### src/rtl/pixel_fb_pkg.sv
// Shared geometry, frame-buffer pixel record and output-stage states for the pixel frame-buffer writer.
// Build option: PIXEL_FB_WRITER_STATS_EN (consumed by pixel_fb_writer).
package pixel_fb_pkg;

    localparam int X_SCREEN_PIXELS = 160;
    localparam int Y_SCREEN_PIXELS = 120;
    localparam int FB_ADDR_WIDTH   = 15;
    localparam int COLOUR_WIDTH    = 3;

    localparam logic [7:0] X_LIMIT = 8'(X_SCREEN_PIXELS);
    localparam logic [6:0] Y_LIMIT = 7'(Y_SCREEN_PIXELS);

    typedef struct packed {
        logic [FB_ADDR_WIDTH-1:0] addr;
        logic [COLOUR_WIDTH-1:0]  colour;
    } fb_pixel_t;

    typedef enum logic [0:0] {
        S_IDLE  = 1'b0,
        S_VALID = 1'b1
    } fb_state_e;

    // Row-major linear address; only ever called for on-screen pixels, so it cannot wrap.
    function automatic logic [FB_ADDR_WIDTH-1:0] fb_addr(input logic [7:0] x, input logic [6:0] y);
        return FB_ADDR_WIDTH'(y) * FB_ADDR_WIDTH'(X_SCREEN_PIXELS) + FB_ADDR_WIDTH'(x);
    endfunction

endpackage

### src/rtl/pixel_fifo.sv
// Synchronous FIFO with first-word-fall-through read; push when full and pop when empty are ignored.
// Latency 1 cycle push-to-visible; power-of-two DEPTH so pointers wrap naturally.
module pixel_fifo #(
    parameter int WIDTH = 18,
    parameter int DEPTH = 8
) (
    input  logic             Clock,
    input  logic             Resetn,
    input  logic             i_push,
    input  logic [WIDTH-1:0] i_dat,
    input  logic             i_pop,
    output logic [WIDTH-1:0] o_dat,
    output logic             o_full,
    output logic             o_empty
);
    localparam int PW = $clog2(DEPTH);

    logic [WIDTH-1:0] r_mem [DEPTH];
    logic [PW-1:0]    r_wr_ptr;
    logic [PW-1:0]    r_rd_ptr;
    logic [PW:0]      r_count;
    logic             w_push;
    logic             w_pop;

    assign o_full  = (r_count == (PW+1)'(DEPTH));
    assign o_empty = (r_count == '0);
    assign w_push  = i_push && !o_full;
    assign w_pop   = i_pop && !o_empty;
    assign o_dat   = r_mem[r_rd_ptr];

    always_ff @(posedge Clock) begin
        if (!Resetn) begin
            r_wr_ptr <= '0;
            r_rd_ptr <= '0;
            r_count  <= '0;
        end else begin
            if (w_push) r_wr_ptr <= r_wr_ptr + 1'b1;
            if (w_pop)  r_rd_ptr <= r_rd_ptr + 1'b1;
            case ({w_push, w_pop})
                2'b10:   r_count <= r_count + 1'b1;
                2'b01:   r_count <= r_count - 1'b1;
                default: r_count <= r_count;
            endcase
        end
    end

    always_ff @(posedge Clock) begin
        if (w_push) r_mem[r_wr_ptr] <= i_dat;
    end

endmodule

### src/rtl/pixel_fb_writer.sv
// Clips the plot stream, converts (X,Y) to a frame-buffer address, buffers and issues stallable writes.
// Build option PIXEL_FB_WRITER_STATS_EN adds a saturating dropped-pixel counter on oDropCount.
module pixel_fb_writer
    import pixel_fb_pkg::*;
#(
    parameter int FIFO_DEPTH = 8
) (
    input  logic                     Clock,
    input  logic                     Resetn,
    input  logic [7:0]               iX,
    input  logic [6:0]               iY,
    input  logic [COLOUR_WIDTH-1:0]  iColour,
    input  logic                     iPlot,
    output logic                     oFull,
    output logic                     oEmpty,
    output logic                     oOverflow,
    output logic [FB_ADDR_WIDTH-1:0] oWrAddr,
    output logic [COLOUR_WIDTH-1:0]  oWrData,
    output logic                     oWrEn,
    input  logic                     iWrReady,
`ifdef PIXEL_FB_WRITER_STATS_EN
    output logic [15:0]              oDropCount,
`endif
    output logic                     oIdle
);
    fb_state_e                r_state;
    logic [FB_ADDR_WIDTH-1:0] r_wr_addr;
    logic [COLOUR_WIDTH-1:0]  r_wr_data;
    logic                     r_overflow;

    logic      w_onscreen;
    logic      w_full;
    logic      w_empty;
    logic      w_push;
    logic      w_pop;
    logic      w_lost;
    fb_pixel_t w_push_dat;
    fb_pixel_t w_pop_dat;

    assign w_onscreen = (iX < X_LIMIT) && (iY < Y_LIMIT);
    assign w_push     = iPlot && w_onscreen && !w_full;
    assign w_lost     = iPlot && w_onscreen && w_full;
    assign w_push_dat = '{addr: fb_addr(iX, iY), colour: iColour};
    // The output register refills whenever it is free or being drained this cycle.
    assign w_pop      = !w_empty && ((r_state == S_IDLE) || iWrReady);

    pixel_fifo #(
        .WIDTH ($bits(fb_pixel_t)),
        .DEPTH (FIFO_DEPTH)
    ) u_fifo (
        .Clock   (Clock),
        .Resetn  (Resetn),
        .i_push  (w_push),
        .i_dat   (w_push_dat),
        .i_pop   (w_pop),
        .o_dat   (w_pop_dat),
        .o_full  (w_full),
        .o_empty (w_empty)
    );

    always_ff @(posedge Clock) begin
        if (!Resetn) begin
            r_state   <= S_IDLE;
            r_wr_addr <= '0;
            r_wr_data <= '0;
        end else if (w_pop) begin
            r_state   <= S_VALID;
            r_wr_addr <= w_pop_dat.addr;
            r_wr_data <= w_pop_dat.colour;
        end else if (r_state == S_VALID && iWrReady) begin
            r_state   <= S_IDLE;
        end
    end

    always_ff @(posedge Clock) begin
        if (!Resetn) r_overflow <= 1'b0;
        else         r_overflow <= r_overflow | w_lost;
    end

`ifdef PIXEL_FB_WRITER_STATS_EN
    logic [15:0] r_drop_count;
    logic        w_drop;

    assign w_drop = iPlot && (!w_onscreen || w_full);

    always_ff @(posedge Clock) begin
        if (!Resetn)                               r_drop_count <= '0;
        else if (w_drop && r_drop_count != 16'hFFFF) r_drop_count <= r_drop_count + 1'b1;
    end

    assign oDropCount = r_drop_count;
`endif

    assign oFull     = w_full;
    assign oEmpty    = w_empty;
    assign oOverflow = r_overflow;
    assign oWrAddr   = r_wr_addr;
    assign oWrData   = r_wr_data;
    assign oWrEn     = (r_state == S_VALID);
    assign oIdle     = w_empty && !oWrEn;

endmodule

### config.mk
export PLATFORM = sky130hd
export DESIGN_NAME = pixel_fb_writer
export DESIGN_NICKNAME = d
export VERILOG_FILES = /design/src/rtl/pixel_fb_pkg.sv /design/src/rtl/pixel_fifo.sv /design/src/rtl/pixel_fb_writer.sv
export SDC_FILE = /design/constraint.sdc
export NUM_CORES = 1
export LEC_CHECK = 0
export CAP_MARGIN = 20
export CORE_ASPECT_RATIO = 1.4
export CORE_UTILIZATION = 55
export CTS_BUF_LIST = sky130_fd_sc_hd__clkbuf_8
export DETAILED_ROUTE_END_ITERATION = 12
export MAX_ROUTING_LAYER = met4
export PLACE_DENSITY = 0.78
export SLEW_MARGIN = 20
export SYNTH_ARGS = -nofsm -noshare
export SYNTH_HDL_FRONTEND = slang
export SYNTH_SLANG_ARGS = --single-unit
### constraint.sdc
create_clock -name Clock -period 5.13 [get_ports Clock]
set_input_delay 1.539 -clock Clock [delete_from_list [all_inputs] [get_ports Clock]]
set_output_delay 1.539 -clock Clock [all_outputs]
set_load 0.02 [all_outputs]
Yosys cells after proc, flatten, opt, wreduce, memory -nomap -nowiden
Memories as Yosys holds them, arrays and structs flattened. A register that Yosys moved wholly into a read port is not among the register bits.
Cells that the tools add are included.
Word-level totals
  register bits: 12
  bits in latches: 0
  memory bits (writable): 144
  ROM bits: 0
  bits of input ports: 22
  logic and storage cells: 41
  memories: 1
Operators by class
  $add $sub $neg: 5
  multipliers: 1
  divide/modulo/power cells: 0
  order comparisons: 2
  equality and inequality tests: 3
  shift operators: 0
  mux-type cells: 5
  bitwise operators: 2
  reduce and logical (&&, ||, !) cells: 17
Memory list
  u_fifo.r_mem: depth 8, width 18, read ports 1, clocked after memory_dff 1, wr ports 1, RTL line pixel_fifo.sv:18  | logic [WIDTH-1:0] r_mem [DEPTH];
Operator list (number)
  adder 15 x 8 -> 15 bit: 1
  multiplier 7 x 3 -> 10 bit, second input constant: 1
  logical AND 1 bit: 9
  less-than comparator 8 bit, second input constant: 1
  one-hot mux 4 bit (2 select lines): 1
  less-than comparator 7 bit, second input constant: 1
  adder 3 x 1 -> 3 bit, second input constant: 2
  adder 4 x 1 -> 4 bit, second input constant: 1
  == test 4 bit, second input constant: 1
  logical NOT 1 bit: 4
  logical NOT 4 bit: 1
  2-to-1 mux 1 bit: 4
  nonzero test 2 bit: 2
  subtractor 4 x 1 -> 4 bit, second input constant: 1
  == test 2 x 1 -> 1 bit, second input constant: 1
  == test 2 bit, second input constant: 1
  logical OR 1 bit: 1
  NOT 1 bit: 1
  bitwise OR 1 bit: 1

Logic depth before layout (Yosys ltp)
  depth after elaboration: 7
  gate-level depth with buffers: 11
  mapped depth without buffers: 9

Cells and area by module
Synthesis repeated with hierarchy kept, for this count alone.
Unflattened totals
  cells, all modules: 429
  area, all modules: 7347.0 µm²
By module, submodules not included
  pixel_fifo: times used 1, cells an instance 282, area an instance 6093.3 µm²
  pixel_fb_writer: times used 1, cells an instance 147, area an instance 1253.7 µm²

Least setup slack after synthesis
OpenSTA, ideal clock, no wires.
  path kind: in2reg
  start: in iX[6]
  end: mem u_fifo.r_mem[4][0], enable pin
  arrival time: 3649 ps
  data required time: 4714 ps
  path slack: 1065 ps
  cell stages on the path: 4
  path buffers: 0
  path through: o21ai_0 > nand4b_1 > or2_2 > nor3_1
On the way
  word-level cells in the longest chain between the ends: 7
Ends and longest elaborated chain
  start: declaration: RTL line pixel_fb_writer.sv:10  | input logic [7:0] iX,
  less-than comparator 8 bit: RTL line pixel_fb_writer.sv:40  | assign w_onscreen = (iX < X_LIMIT) && (iY < Y_LIMIT);
  logical AND 1 bit: RTL line pixel_fb_writer.sv:40
  logical AND 1 bit (2 in a row): RTL line pixel_fb_writer.sv:41  | assign w_push = iPlot && w_onscreen && !w_full;
  logical AND 1 bit: RTL line pixel_fifo.sv:27  | assign w_push = i_push && !o_full;
  2-to-1 mux 1 bit: RTL line pixel_fifo.sv:48  | if (w_push) r_mem[r_wr_ptr] <= i_dat;
  2-to-1 mux 1 bit (implied by the code): RTL line pixel_fifo.sv:48
  end: declaration: RTL line pixel_fifo.sv:18
Every way passes these cells.

Worst setup path in the final report
  start: in iY[3]
  end: mem u_fifo.r_mem[3][17], data pin
On the way
  word-level cells in the longest chain between the ends: 2
Ends and longest elaborated chain
  start: declaration: RTL line pixel_fb_writer.sv:11  | input logic [6:0] iY,
  multiplier 7 x 3 -> 10 bit: RTL line pixel_fb_pkg.sv:25  | return FB_ADDR_WIDTH'(y) * FB_ADDR_WIDTH'(X_SCREEN_PIXELS) + FB_ADDR_WIDTH'(x);
  adder 15 x 8 -> 15 bit: RTL line pixel_fb_pkg.sv:25
  via u_fifo.i_dat[17]: RTL line pixel_fifo.sv:10  | input logic [WIDTH-1:0] i_dat,
The timed path passes the listed nets, and every way through them passes these cells.

==> summary.md <==
| Metric | Value |
|---|---|
| Vias in the first global route | `3861` |
| Fin Setup TNS | `0 ns` |
| Post-synthesis xor/xnor area fraction | `1.79%` |
| DRT Pass-1 Iters | `12` |
| Final routed DRC violation total | `5` |
| Critical path capture point type | `flip-flop` |
| CP most frequent cell | `ha_1` |
| Critical path's slowest cell | `o41ai_2` |
| Max Root-Sink Buffers | `2` |
| Crit share post-route | `84.4%` |
| Gpl congestion | `0.772` |
| Min Tclk post-route | `4.33 ns` |
| Num rows | `48` |
| Syn_nets | `450` |
| Max_cap viols | `0` |
| Core Box Area | `12500 um2` |
| Worst vdd ir | `0.170 mV` |
| CP Launch Type | `primary input` |
| Hold_buf cts | `0` |
| Mux share of post-synthesis cell area | `14.3%` |
| Critical Path RT | `5.31 ns` |
| RSZ-0062 raised after global routing | `no` |
| Gates resized, CTS repair | `0` |
| Vias | `3781` |
| Least-Margin Pin Slew | `0.662 ns` |
| Clock skew | `0.0104 ns` |
| Register bit total from synthesis | `174` |
| Drt initial violations | `191` |
| Initial antenna violation count | `0` |
| Hold slack | `0.496 ns` |
| P per Cell Area | `451 nW/um2` |
| Via density | `6.02` |
| WL per Instance | `20.4 um` |
| Initial Util | `57.1%` |
| Clock slew at reported path FFs | `0.10 ns` |
| PortBufs | `44` |
| CP Cell Sequence | `clkdlybuf4s50_1, ha_1, ha_1, fa_1, xor2_1, o21ai_1, or4_4, o41ai_2` |
| Area share of fa/ha/maj cells after synthesis | `4.00%` |
| Async SR Flop Fraction | `0%` |
| Die width | `98.2 um` |
| Status | `complete, but fails checks` |
| Failing checks | `design-rule violations` |
| Antenna Cells | `0` |
| Worst slew margin | `55.9%` |
| Clock tree root buffer cell | `clkbuf_8` |
| Final Max Tran Viols | `0` |
| GRT Resource Usage Total | `21.8%` |
| Clk sinks | `174` |
| Ys Warns | `0` |
| Post-route antenna net violation count | `0` |
| Area delta synth->final | `14.6%` |
| Yosys cell types | `45` |
| Fmax | `231 MHz` |
| Clk_lat worst skew | `0.45 ns` |
| Total number of H-tree levels | `4` |
| Leakage power | `0.00271 uW` |
| Setup Fix Bufs, Post-CTS | `0` |
| Worst path bufs/invs | `1` |
| Endpoints failing setup | `0` |
| Largest family of logic cells by synthesized area | `multiplexers` |
| Post-layout power | `3690 uW` |
| Overflow after GRT | `0` |
| Pin count of the biggest net entering global routing | `38` |
| Cell family with the largest share of critical-path delay | `adder cells` |
| Post-synth EDFFs | `144` |
| Final Hold Violating Endpoints | `0` |
| Compound-Gate Fraction of Synth Area | `5.23%` |
| Syn Area/Cell | `17.5 um2` |
| R2r setup slk | `2.47 ns` |
| Synth Flop Type | `edfxtp_1` |
| Gate Count Post-Synth | `407` |
| CTS buffer count | `17` |
| CP Max Fanout | `8` |
| Setup CP Type | `primary input to flip-flop` |
| Synth Cell Area | `7130 um2` |
| Fin nets | `508` |
| Arr. time, crit path | `4.51 ns` |
| CP peak stage delay | `0.65 ns` |
| Top-Level Pins | `45` |
| Chip Height | `137 um` |
| Simple-gate share of the synthesized area | `3.81%` |
| First-pass GRT wire length | `20300 um` |
| Total Wirelength | `12800 um` |
| DPL Wire Length | `7890 um` |
| Die area | `13400 um2` |
| Post-synthesis sequential area ratio | `69.1%` |
| Hold Crit Class | `flip-flop to flip-flop` |
| CTS tree | `built` |
| Fraction of final layout cells sized beyond drive strength 1 | `19.2%` |
## power breakdown
part	internal, uW	switching, uW	total, uW	leakage, uW
Combinational	492	506	998	0.000958
Clock	370	543	913	0.000197
Sequential	1680	98.6	1770	0.00155
## layer usage
metal	wire length (um)	global-route usage (%)	vias up	part of all wire (%)
met5	0	-	-	0
met2	6660	35.9	131	52
met3	660	5.98	23	5.2
met1	5280	26.1	1908	41
li1	-	-	1719	-
met4	201	7.55	0	1.6
## synthesized netlist by cell type, types with 2 or more instances
master    instances  area, um2
a21boi_0          2       15.0
a21o_1            2       15.0
a21oi_1          22        110
and2_1            6       37.5
buf_2             6       30.0
clkbuf_1          8       30.0
dfxtp_1          30        601
edfxtp_1        144       4320
fa_1              3       60.1
ha_1             18        225
inv_1            11       41.3
mux2i_1          21        210
mux4_2           36        811
nand2_1           9       33.8
nand2b_1          5       31.3
nor2_1           16       60.1
nor2b_1           3       18.8
nor3_1            2       10.0
o21ai_0          25        125
or2_2             2       12.5
or4_4             2       22.5
xnor2_1           9       78.8
xor2_1            3       26.3
## cell usage in the layout (no fill, tap or decap), types with 12 or more instances in the layout
cell / netlist / layout
edfxtp_1: 144 / 144
clkdlybuf4s50_1: 0 / 43
mux4_2: 36 / 36
dfxtp_1: 30 / 29
o21ai_0: 25 / 25
a21oi_1: 22 / 22
mux2i_1: 21 / 21
ha_1: 18 / 18
clkbuf_8: 0 / 17
nor2_1: 16 / 16
buf_4: 1 / 12
## layout make-up
cell class                 instances  area, um2
clock buffer                      17        234
clock inverter                    15        166
fill                             867       4320
inverter                          11       41.3
multi-input combinational        205       2090
sequential                       174       4930
tap                              150        188
timing repair buffer              56        526
## sequential cells by signal, summed over array words and instances, names as in the netlist
| name | count |
|---|---|
| u_fifo.r_mem | 144 |
| oWrData | 3 |
| oOverflow | 1 |
| oWrAddr | 15 |
| oWrEn | 1 |
| u_fifo.r_rd_ptr | 3 |
| u_fifo.r_count | 4 |
| u_fifo.r_wr_ptr | 3 |
## stage by stage
stage	setup slack [ns]	util [%]	instance area (um2)	cells
2_1_floorplan	1.06	-	7130	407
3_3_place_gp	0.473	62.2	7770	596
3_5_place_dp	0.300	62.2	7770	596
4_1_cts	0.795	65.4	8170	628
5_1_grt	0.737	65.4	8170	628
6_report	0.799	65.4	8170	628
## tightest hold or removal path, cell delays in order (launching register included)
cell      delay, ns
dfxtp_1        0.32
o211ai_1       0.07
o31ai_1        0.07
## worst paths after layout
check | start | endpoint | cells past startpoint
max | iY[3] | u_fifo.r_mem[3][17]$_DFFE_PP_ | 8
min | u_fifo.r_wr_ptr[2]$_SDFFE_PN0P_ | u_fifo.r_wr_ptr[2]$_SDFFE_PN0P_ | 2
max reg2reg | u_fifo.r_count[0]$_SDFFE_PN0P_ | u_fifo.r_count[3]$_SDFFE_PN0P_ | 8
min reg2reg | u_fifo.r_wr_ptr[2]$_SDFFE_PN0P_ | u_fifo.r_wr_ptr[2]$_SDFFE_PN0P_ | 2
## cells by family after synthesis
group           count (synthesis)
flops                         174
compound gates                 63
mux                            57
simple gates                   51
buf+inv                        28
fa+ha+maj                      21
xor+xnor                       13
Note: power is estimated with default switching activity, not from simulation.
